$ cat src/rtl/uart_tx_unit.sv
// UART transmitter: free-running sampling-tick generator plus a start/data/stop framing FSM.
// Optional even-parity bit between data and stop when UART_TX_PARITY_EN is defined.
module uart_tx_unit #(
   parameter int DATA_SIZE = 8,
   parameter int SYS_FREQ  = 50000000,
   parameter int BAUD_RATE = 115200,
   parameter int SAMPLE    = 16,
   parameter int BAUD_DVSR = SYS_FREQ / (SAMPLE * BAUD_RATE)
) (
   input  logic                 clk,
   input  logic                 reset_n,
   input  logic                 tx_start,
   input  logic [DATA_SIZE-1:0] data_in,
   output logic                 tx,
   output logic                 tx_done_tick,
   output logic                 s_tick
);

   localparam int DVSR_W = (BAUD_DVSR > 1) ? $clog2(BAUD_DVSR) : 1;
   localparam int TICK_W = (SAMPLE > 1) ? $clog2(SAMPLE) : 1;
   localparam int BIT_W  = (DATA_SIZE > 1) ? $clog2(DATA_SIZE) : 1;

   localparam logic [DVSR_W-1:0] DVSR_LAST = DVSR_W'(BAUD_DVSR - 1);
   localparam logic [TICK_W-1:0] TICK_LAST = TICK_W'(SAMPLE - 1);
   localparam logic [BIT_W-1:0]  BIT_LAST  = BIT_W'(DATA_SIZE - 1);

`ifdef UART_TX_PARITY_EN
   typedef enum logic [2:0] {IDLE, START, DATA, PARITY, STOP} state_t;
`else
   typedef enum logic [1:0] {IDLE, START, DATA, STOP} state_t;
`endif

   state_t               state;
   logic [DVSR_W-1:0]    baud_cnt;
   logic [TICK_W-1:0]    tick_cnt;
   logic [BIT_W-1:0]     bit_cnt;
   logic [DATA_SIZE-1:0] shreg;
   logic [DATA_SIZE-1:0] shreg_shift;

`ifdef UART_TX_PARITY_EN
   logic parity_bit;

   function automatic logic even_parity(input logic [DATA_SIZE-1:0] d);
      return ^d;
   endfunction
`endif

   assign shreg_shift = shreg >> 1;

   // Tick generator: never realigned to a frame, so the start bit can be up to one tick short.
   always_ff @(posedge clk or posedge reset_n) begin
      if (reset_n) begin
         baud_cnt <= '0;
      end else if (baud_cnt == DVSR_LAST) begin
         baud_cnt <= '0;
      end else begin
         baud_cnt <= baud_cnt + DVSR_W'(1);
      end
   end

   assign s_tick = (baud_cnt == DVSR_LAST);

   // Framing FSM: tx is registered and set alongside each state change so the line never glitches.
   always_ff @(posedge clk or posedge reset_n) begin
      if (reset_n) begin
         state        <= IDLE;
         tick_cnt     <= '0;
         bit_cnt      <= '0;
         shreg        <= '0;
         tx           <= 1'b1;
         tx_done_tick <= 1'b0;
`ifdef UART_TX_PARITY_EN
         parity_bit   <= 1'b0;
`endif
      end else begin
         tx_done_tick <= 1'b0;
         case (state)
            IDLE: begin
               tx <= 1'b1;
               if (tx_start) begin
                  shreg    <= data_in;
                  tick_cnt <= '0;
                  bit_cnt  <= '0;
                  tx       <= 1'b0;
                  state    <= START;
`ifdef UART_TX_PARITY_EN
                  parity_bit <= even_parity(data_in);
`endif
               end
            end
            START: begin
               if (s_tick) begin
                  if (tick_cnt == TICK_LAST) begin
                     tick_cnt <= '0;
                     tx       <= shreg[0];
                     state    <= DATA;
                  end else begin
                     tick_cnt <= tick_cnt + TICK_W'(1);
                  end
               end
            end
            DATA: begin
               if (s_tick) begin
                  if (tick_cnt == TICK_LAST) begin
                     tick_cnt <= '0;
                     shreg    <= shreg_shift;
                     if (bit_cnt == BIT_LAST) begin
`ifdef UART_TX_PARITY_EN
                        tx    <= parity_bit;
                        state <= PARITY;
`else
                        tx    <= 1'b1;
                        state <= STOP;
`endif
                     end else begin
                        bit_cnt <= bit_cnt + BIT_W'(1);
                        tx      <= shreg_shift[0];
                     end
                  end else begin
                     tick_cnt <= tick_cnt + TICK_W'(1);
                  end
               end
            end
`ifdef UART_TX_PARITY_EN
            PARITY: begin
               if (s_tick) begin
                  if (tick_cnt == TICK_LAST) begin
                     tick_cnt <= '0;
                     tx       <= 1'b1;
                     state    <= STOP;
                  end else begin
                     tick_cnt <= tick_cnt + TICK_W'(1);
                  end
               end
            end
`endif
            STOP: begin
               if (s_tick) begin
                  if (tick_cnt == TICK_LAST) begin
                     tick_cnt     <= '0;
                     tx           <= 1'b1;
                     tx_done_tick <= 1'b1;
                     state        <= IDLE;
                  end else begin
                     tick_cnt <= tick_cnt + TICK_W'(1);
                  end
               end
            end
            default: begin
               tx    <= 1'b1;
               state <= IDLE;
            end
         endcase
      end
   end

endmodule

$ cat config.mk
export PLATFORM = sky130hd
export DESIGN_NAME = uart_tx_unit
export DESIGN_NICKNAME = d
export VERILOG_FILES = /design/src/rtl/uart_tx_unit.sv
export SDC_FILE = /design/constraint.sdc
export NUM_CORES = 1
export LEC_CHECK = 0
export ABC_CLOCK_PERIOD_IN_PS = 3200
export BUFFER_PORTS_ARGS = -buffer_cell sky130_fd_sc_hd__buf_2
export CAP_MARGIN = 20
export CORE_MARGIN = 2
export CORE_UTILIZATION = 60
export DETAILED_ROUTE_END_ITERATION = 6
export PLACE_DENSITY = 0.82
export SYNTH_ARGS = -nofsm -noshare
export SYNTH_HDL_FRONTEND = slang
export SYNTH_SLANG_ARGS = --single-unit
$ cat constraint.sdc
create_clock -name clk -period 3.2 [get_ports clk]
set_input_delay 0.64 -clock clk [delete_from_list [all_inputs] [get_ports clk]]
set_output_delay 0.64 -clock clk [all_outputs]
set_load 0.005 [all_outputs]
Word-level counts from Yosys, hierarchy flattened

Index checks and enable logic that the tools add are counted.

$add $sub $neg: 3
$mul: 0
Div/mod/pow operators: 0
Magnitude comparators: 0
Equal/unequal tests: 16
Shift operators: 0
Muxes and demuxes: 35
Bitwise operators: 0
Reduce and logical (&&, ||, !) cells: 8

Operators by type and width:

| kind                                                           | count |
|---|---|
| 8-bit two-way mux                                              | 3 |
| 2-bit inequality test (second input constant)                  | 9 |
| 2-bit two-way mux                                              | 8 |
| 8-bit case mux with 2 select lines                             | 1 |
| 3-bit two-way mux                                              | 4 |
| 4-bit two-way mux                                              | 3 |
| 1-bit two-way mux                                              | 11 |
| 2-bit case mux with 4 select lines                             | 1 |
| 4-bit case mux with 2 select lines                             | 1 |
| 8-bit AND reduction                                            | 1 |
| 3-bit case mux with 2 select lines                             | 1 |
| 6-bit AND reduction                                            | 1 |
| 5-bit by 1-bit adder with 5-bit output (second input constant) | 1 |
| 5-bit == test (second input constant)                          | 1 |
| 5-bit two-way mux                                              | 1 |
| 5-bit AND reduction                                            | 1 |
| 4-bit by 1-bit adder with 4-bit output (second input constant) | 1 |
| 2-bit == test (second input constant)                          | 2 |
| 4-bit == test (second input constant)                          | 1 |
| 1-bit case mux with 4 select lines                             | 1 |
| 4-bit AND reduction                                            | 1 |
| 3-bit by 1-bit adder with 3-bit output (second input constant) | 1 |
| 3-bit == test (second input constant)                          | 1 |
| 3-bit OR reduction                                             | 1 |
| 5 further kinds                                                | 5 |

Bits in registers: 24
Bits in latches: 0
Memory bits (writable): 0
Memory bits (read-only): 0
Input bits: 11
Output and inout port bits: 3
Word-level logic and storage cells: 69
Memories: 0

Depth between registers and ports, before layout

Word-level depth: 5
Depth in mapped cells: 8
Gate-level depth less buffers: 7

Least setup slack after synthesis

No wires, ideal clock.

Kind: register to register
Start: reg baud_cnt[0]
End: reg bit_cnt[0]
Library setup time: 0.069 ns
Arrival time: 1.795 ns
Required time: 3.131 ns
Setup slack: 1.336 ns
Stages on the path, launching flop included: 8
Buffers on the path: 1
Period minus slack after synthesis: 1.864 ns
Cells stage by stage: dfrtp_1 inv_1 ha_1 nand4b_4 or3_1 clkbuf_2 or4b_1 nand3_1

Word-level cells in the longest chain between the ends: 3

Ends and longest elaborated chain:

| what                            | line | text |
|---|---|---|
| from (decl)                     | 34   | `logic [DVSR_W-1:0] baud_cnt;` |
| from (signal assigned)          | 57   | `baud_cnt <= baud_cnt + DVSR_W'(1);` |
| 5-bit == test                   | 61   | `assign s_tick = (baud_cnt == DVSR_LAST);` |
| 2-bit inequality test (no line) | -    |  |
| 5-bit AND reduction (no line)   | -    |  |
| to (signal assigned)            | 116  | `bit_cnt <= bit_cnt + BIT_W'(1);` |
| to (decl)                       | 36   | `logic [BIT_W-1:0] bit_cnt;` |

Every way passes these cells.
A chain may end at the register's enable or synchronous reset.

Worst setup path in the final report

Start: reg baud_cnt[0]
End: out s_tick

Word-level cells in the longest chain between the ends: 1

Ends and longest elaborated chain:

| what          | line | text |
|---|---|---|
| 5-bit == test | 61   |  |
| to (decl)     | 16   | `output logic s_tick` |

Every way passes these cells.

==> results_dict.tcl <==
set metrics [dict create \
    series_of_cell_instances_along_the_critical_path "inv_1 -> ha_1 -> nand4b_4 -> inv_1 -> buf_2" \
    detail_route.drc_violations 0 \
    internal_power_w 0.000761 \
    detailedRoute.firstIterationViolations 21 \
    synth_area_leaders "sky130_fd_sc_hd__dfrtp_1 (43%), sky130_fd_sc_hd__ha_1 (8.3%), sky130_fd_sc_hd__nand3_1 (4.8%), sky130_fd_sc_hd__and3_1 (3.2%), sky130_fd_sc_hd__a21oi_1 (3.0%)" \
    combPwrFrac_pct 42.6 \
    detail_route.vias_per_cell 6.17 \
    cts_buffer_depth 2 \
    cellLeakagePower_nw 0.707 \
    synth_area_sq_um 1350 \
    worst_flop_to_flop_path_startpoint "state[0]$_DFFE_PP0P_" \
    flow.area_growth_from_synthesis_pct 9.46 \
    fillCellCount 184 \
    achievable-frequency_mhz 427 \
    critical_setup_path_class "reg2out" \
    grt_remaining_overflow 0 \
    clkSlewWorstSetupHoldPaths_ps 130 \
    number_of_core_rows 17 \
    finalInstanceArea_sq_um 1480 \
    finalCritPeriodShare_pct 73.1 \
    worst_hold_margin_ps 478 \
    design.portCount 14 \
    wire_per_inst_um 14.8 \
    regToRegSetupSlack_ps 910 \
    cts_repair_resize_count 0 \
    seq_area_frac_synth_pct 44.6 \
    reported_max_cap_violation_count 0 \
    crit_path_start_kind "register" \
    dieArea_sq_um 2640 \
    cts_buffers 3 \
    first_global_vias 988 \
    cts.htree.levels 1 \
    placedCellCount 174 \
    num_vias 1099 \
    crit_start "baud_cnt[0]$_DFF_PP0_" \
    finalHoldViolations 0 \
    synth_edf_count 0 \
    outcome "complete, no violations" \
    crit_path_top_delay_cell "sky130_fd_sc_hd__dfrtp_1" \
    asyncSetResetFlopFracSynth_pct 100 \
    timing.critical_path.arrival_ps 1700 \
    place_congestion 0.810 \
    globalRouteTotalUtil_pct 22.2 \
    hold_path_class "in2async" \
    netlist-cell-type-count 37 \
    die_x_um 51.4 \
    drv_slew 0 \
    yosysWarningCount 0 \
    hold_buffers 0 \
    minimum_period_implied_by_the_final_worst_setup_slack_ps 2340 \
    first_pass_grt_wire_length_um 4320 \
    ir_drop_mv 0.691 \
    root_buffer "sky130_fd_sc_hd__clkbuf_4" \
    synthesis.nets 159 \
    cpMostUsedCell "sky130_fd_sc_hd__inv_1" \
    worst-endpoint-required_ps 2560 \
    worst_skew_pair.late_latency_ps 330 \
    power.switching_fraction_pct 37.3 \
    core_sq_um 2170 \
    power.net_switching_w 0.000453 \
    crit_path_max_incr_delay_ps 430 \
    clock-skew-final_ps 8.24 \
    antenna_violations_before_repair 0 \
    maximum_number_of_pins_on_one_net_before_global_route_repair 26 \
    dominantRegCellSynth "sky130_fd_sc_hd__dfrtp_1" \
    tightest_slew_ps 902 \
    p_per_cell_area_nw_per_um2 822 \
    setup_viol_count_final 0 \
    finish.cell_count_without_fillers 178 \
    synth_largest_area_cell "sky130_fd_sc_hd__dfrtp_1" \
    p_total_w 0.00121 \
    starting_density_pct 62.2 \
    port_buffers 13 \
    synth.ff_latch_count 24 \
    floorplan.die.height_um 51.4 \
    detail_route.first_pass.iterations 5 \
    synth_top_area_share_pct 42.7 \
    post_synth_inst_count 139 \
    final.setup.tns_ps 0 \
    post_route_cells_drive_above_1_share_pct 14.7 \
    pwr-share-seq_pct 39.1 \
    reg2reg_to "shreg[3]$_DFFE_PP0P_" \
    cts_setup_buffers 0 \
    clock_tree_from_tritoncts "built" \
    reg2reg_depth 5 \
    clkPwrFrac_pct 18.3 \
    dpl.hpwl_um 1910 \
    detailed_place.area_sq_um 1420 \
    nNetsFinal 171 \
    setup_repair_after_global_routing_missed_its_margin "false" \
    clkSinkCount 24 \
    postRouteAntennaNets 0 \
    crit_fanout 13 \
    antenna_cells 0 \
    slew_headroom_pct 39.8 \
    syn_avg_cell_area_sq_um 9.70 \
    critical_path.endpoint_type "output port" \
    drt_wl_total_um 2640 \
]
[logic make-up after synthesis]
logic type               Yosys count  share of synthesized area, %
AO/OA/AOI/OAI                     38                          18.4
XOR/XNOR                           2                          1.30
adder cells (fa/ha/maj)            9                          8.35
buffers and inverters             13                          3.80
flip-flops                        24                          44.6
multiplexers                       3                          2.50
AND/OR/NAND/NOR                   50                          21.1
[state kept, by name (all words and copies together), names as in the netlist]
| register | flops |
|---|---|
| shreg | 8 |
| bit_cnt | 3 |
| state | 2 |
| tx_done_tick | 1 |
| tick_cnt | 4 |
| tx | 1 |
| baud_cnt | 5 |
[Yosys cell counts (2+ instances only)]
cell type,instances
sky130_fd_sc_hd__dfrtp_1,23
sky130_fd_sc_hd__nand3_1,13
sky130_fd_sc_hd__nor2_1,10
sky130_fd_sc_hd__ha_1,9
sky130_fd_sc_hd__a21oi_1,8
sky130_fd_sc_hd__o21ai_0,8
sky130_fd_sc_hd__and3_1,7
sky130_fd_sc_hd__inv_1,7
sky130_fd_sc_hd__nand2_1,6
sky130_fd_sc_hd__o22ai_1,5
sky130_fd_sc_hd__a211o_1,4
sky130_fd_sc_hd__nor3b_1,4
sky130_fd_sc_hd__a22o_1,3
sky130_fd_sc_hd__clkbuf_1,3
sky130_fd_sc_hd__mux2_2,3
sky130_fd_sc_hd__nand2b_1,2
sky130_fd_sc_hd__nor2b_1,2
sky130_fd_sc_hd__nor3_1,2
sky130_fd_sc_hd__o211ai_1,2
[power groups by stage]
stage / Combinational (W) / Sequential [W] / Clock [W]
after floorplan: 0.000418 / 0.000460 / 0
after global placement: 0.000486 / 0.000475 / 0
after detailed placement: 0.000513 / 0.000481 / 0
after CTS: 0.000516 / 0.000474 / 0.000226
after global routing: 0.000569 / 0.000487 / 0.000232
final: 0.000517 / 0.000475 / 0.000222
[layout make-up]
class / instances / area [sq um] / share of cell area, %
clock buffers: 3 / 22.5 / 1.53
clock inverters: 1 / 30.0 / 2.03
inverters: 7 / 26.3 / 1.78
multi-input cells: 102 / 696 / 47.1
flip-flops and latches: 24 / 602 / 40.8
well taps: 28 / 35.0 / 2.37
repair buffers: 13 / 65.1 / 4.41
[through the flow]
stage                     utilization (%)  worst slack, ps
final                                68.1              860
after floorplan                         -             1340
after global routing                 68.1              725
after CTS                            68.1              849
after global placement               65.6             1070
after detailed placement             65.6              953
[metal layers]
metal | vias to the layer above | routed length [um] | GRT usage, % | share of wire [%]
li1 | 535 | - | - | -
met1 | 530 | 1170 | 28.2 | 45
met2 | 29 | 1300 | 36.3 | 49
met3 | 5 | 102 | 2.92 | 3.9
met4 | 0 | 59 | 12.3 | 2.2
met5 | - | 0 | 0 | 0
[worst max-delay path: cells and delay by family (launching register included)]
family                   cells  cell delay, ps
flip-flops                   1             430
buffers and inverters        3             580
AND/OR/NAND/NOR              1             150
adder cells (fa/ha/maj)      1             210
[cell usage in the layout (no fill, tap or decap), drive strengths merged, types with 3 or more instances in the layout]
cell,synthesis,final
dfrtp,23,23
nand3,13,13
buf,2,13
nor2,10,10
ha,9,9
o21ai,9,9
a21oi,8,8
inv,7,7
and3,7,7
nand2,6,6
o22ai,5,5
nor3b,4,4
a211o,4,4
mux2,3,3
a22o,3,3
clkbuf,4,3
[how the worst max path moves through the flow]
stage                             end  depth (start not counted)  slack [ps]
4_1_cts                        s_tick                          5         850
5_1_grt                        s_tick                          5         730
6_report                       s_tick                          5         860
2_1_floorplan  bit_cnt[0]$_DFFE_PP0P_                          7        1340
3_3_place_gp     shreg[4]$_DFFE_PP0P_                          5        1070
3_5_place_dp     shreg[5]$_DFFE_PP0P_                          5         950
(Power assumes the default switching activity.)
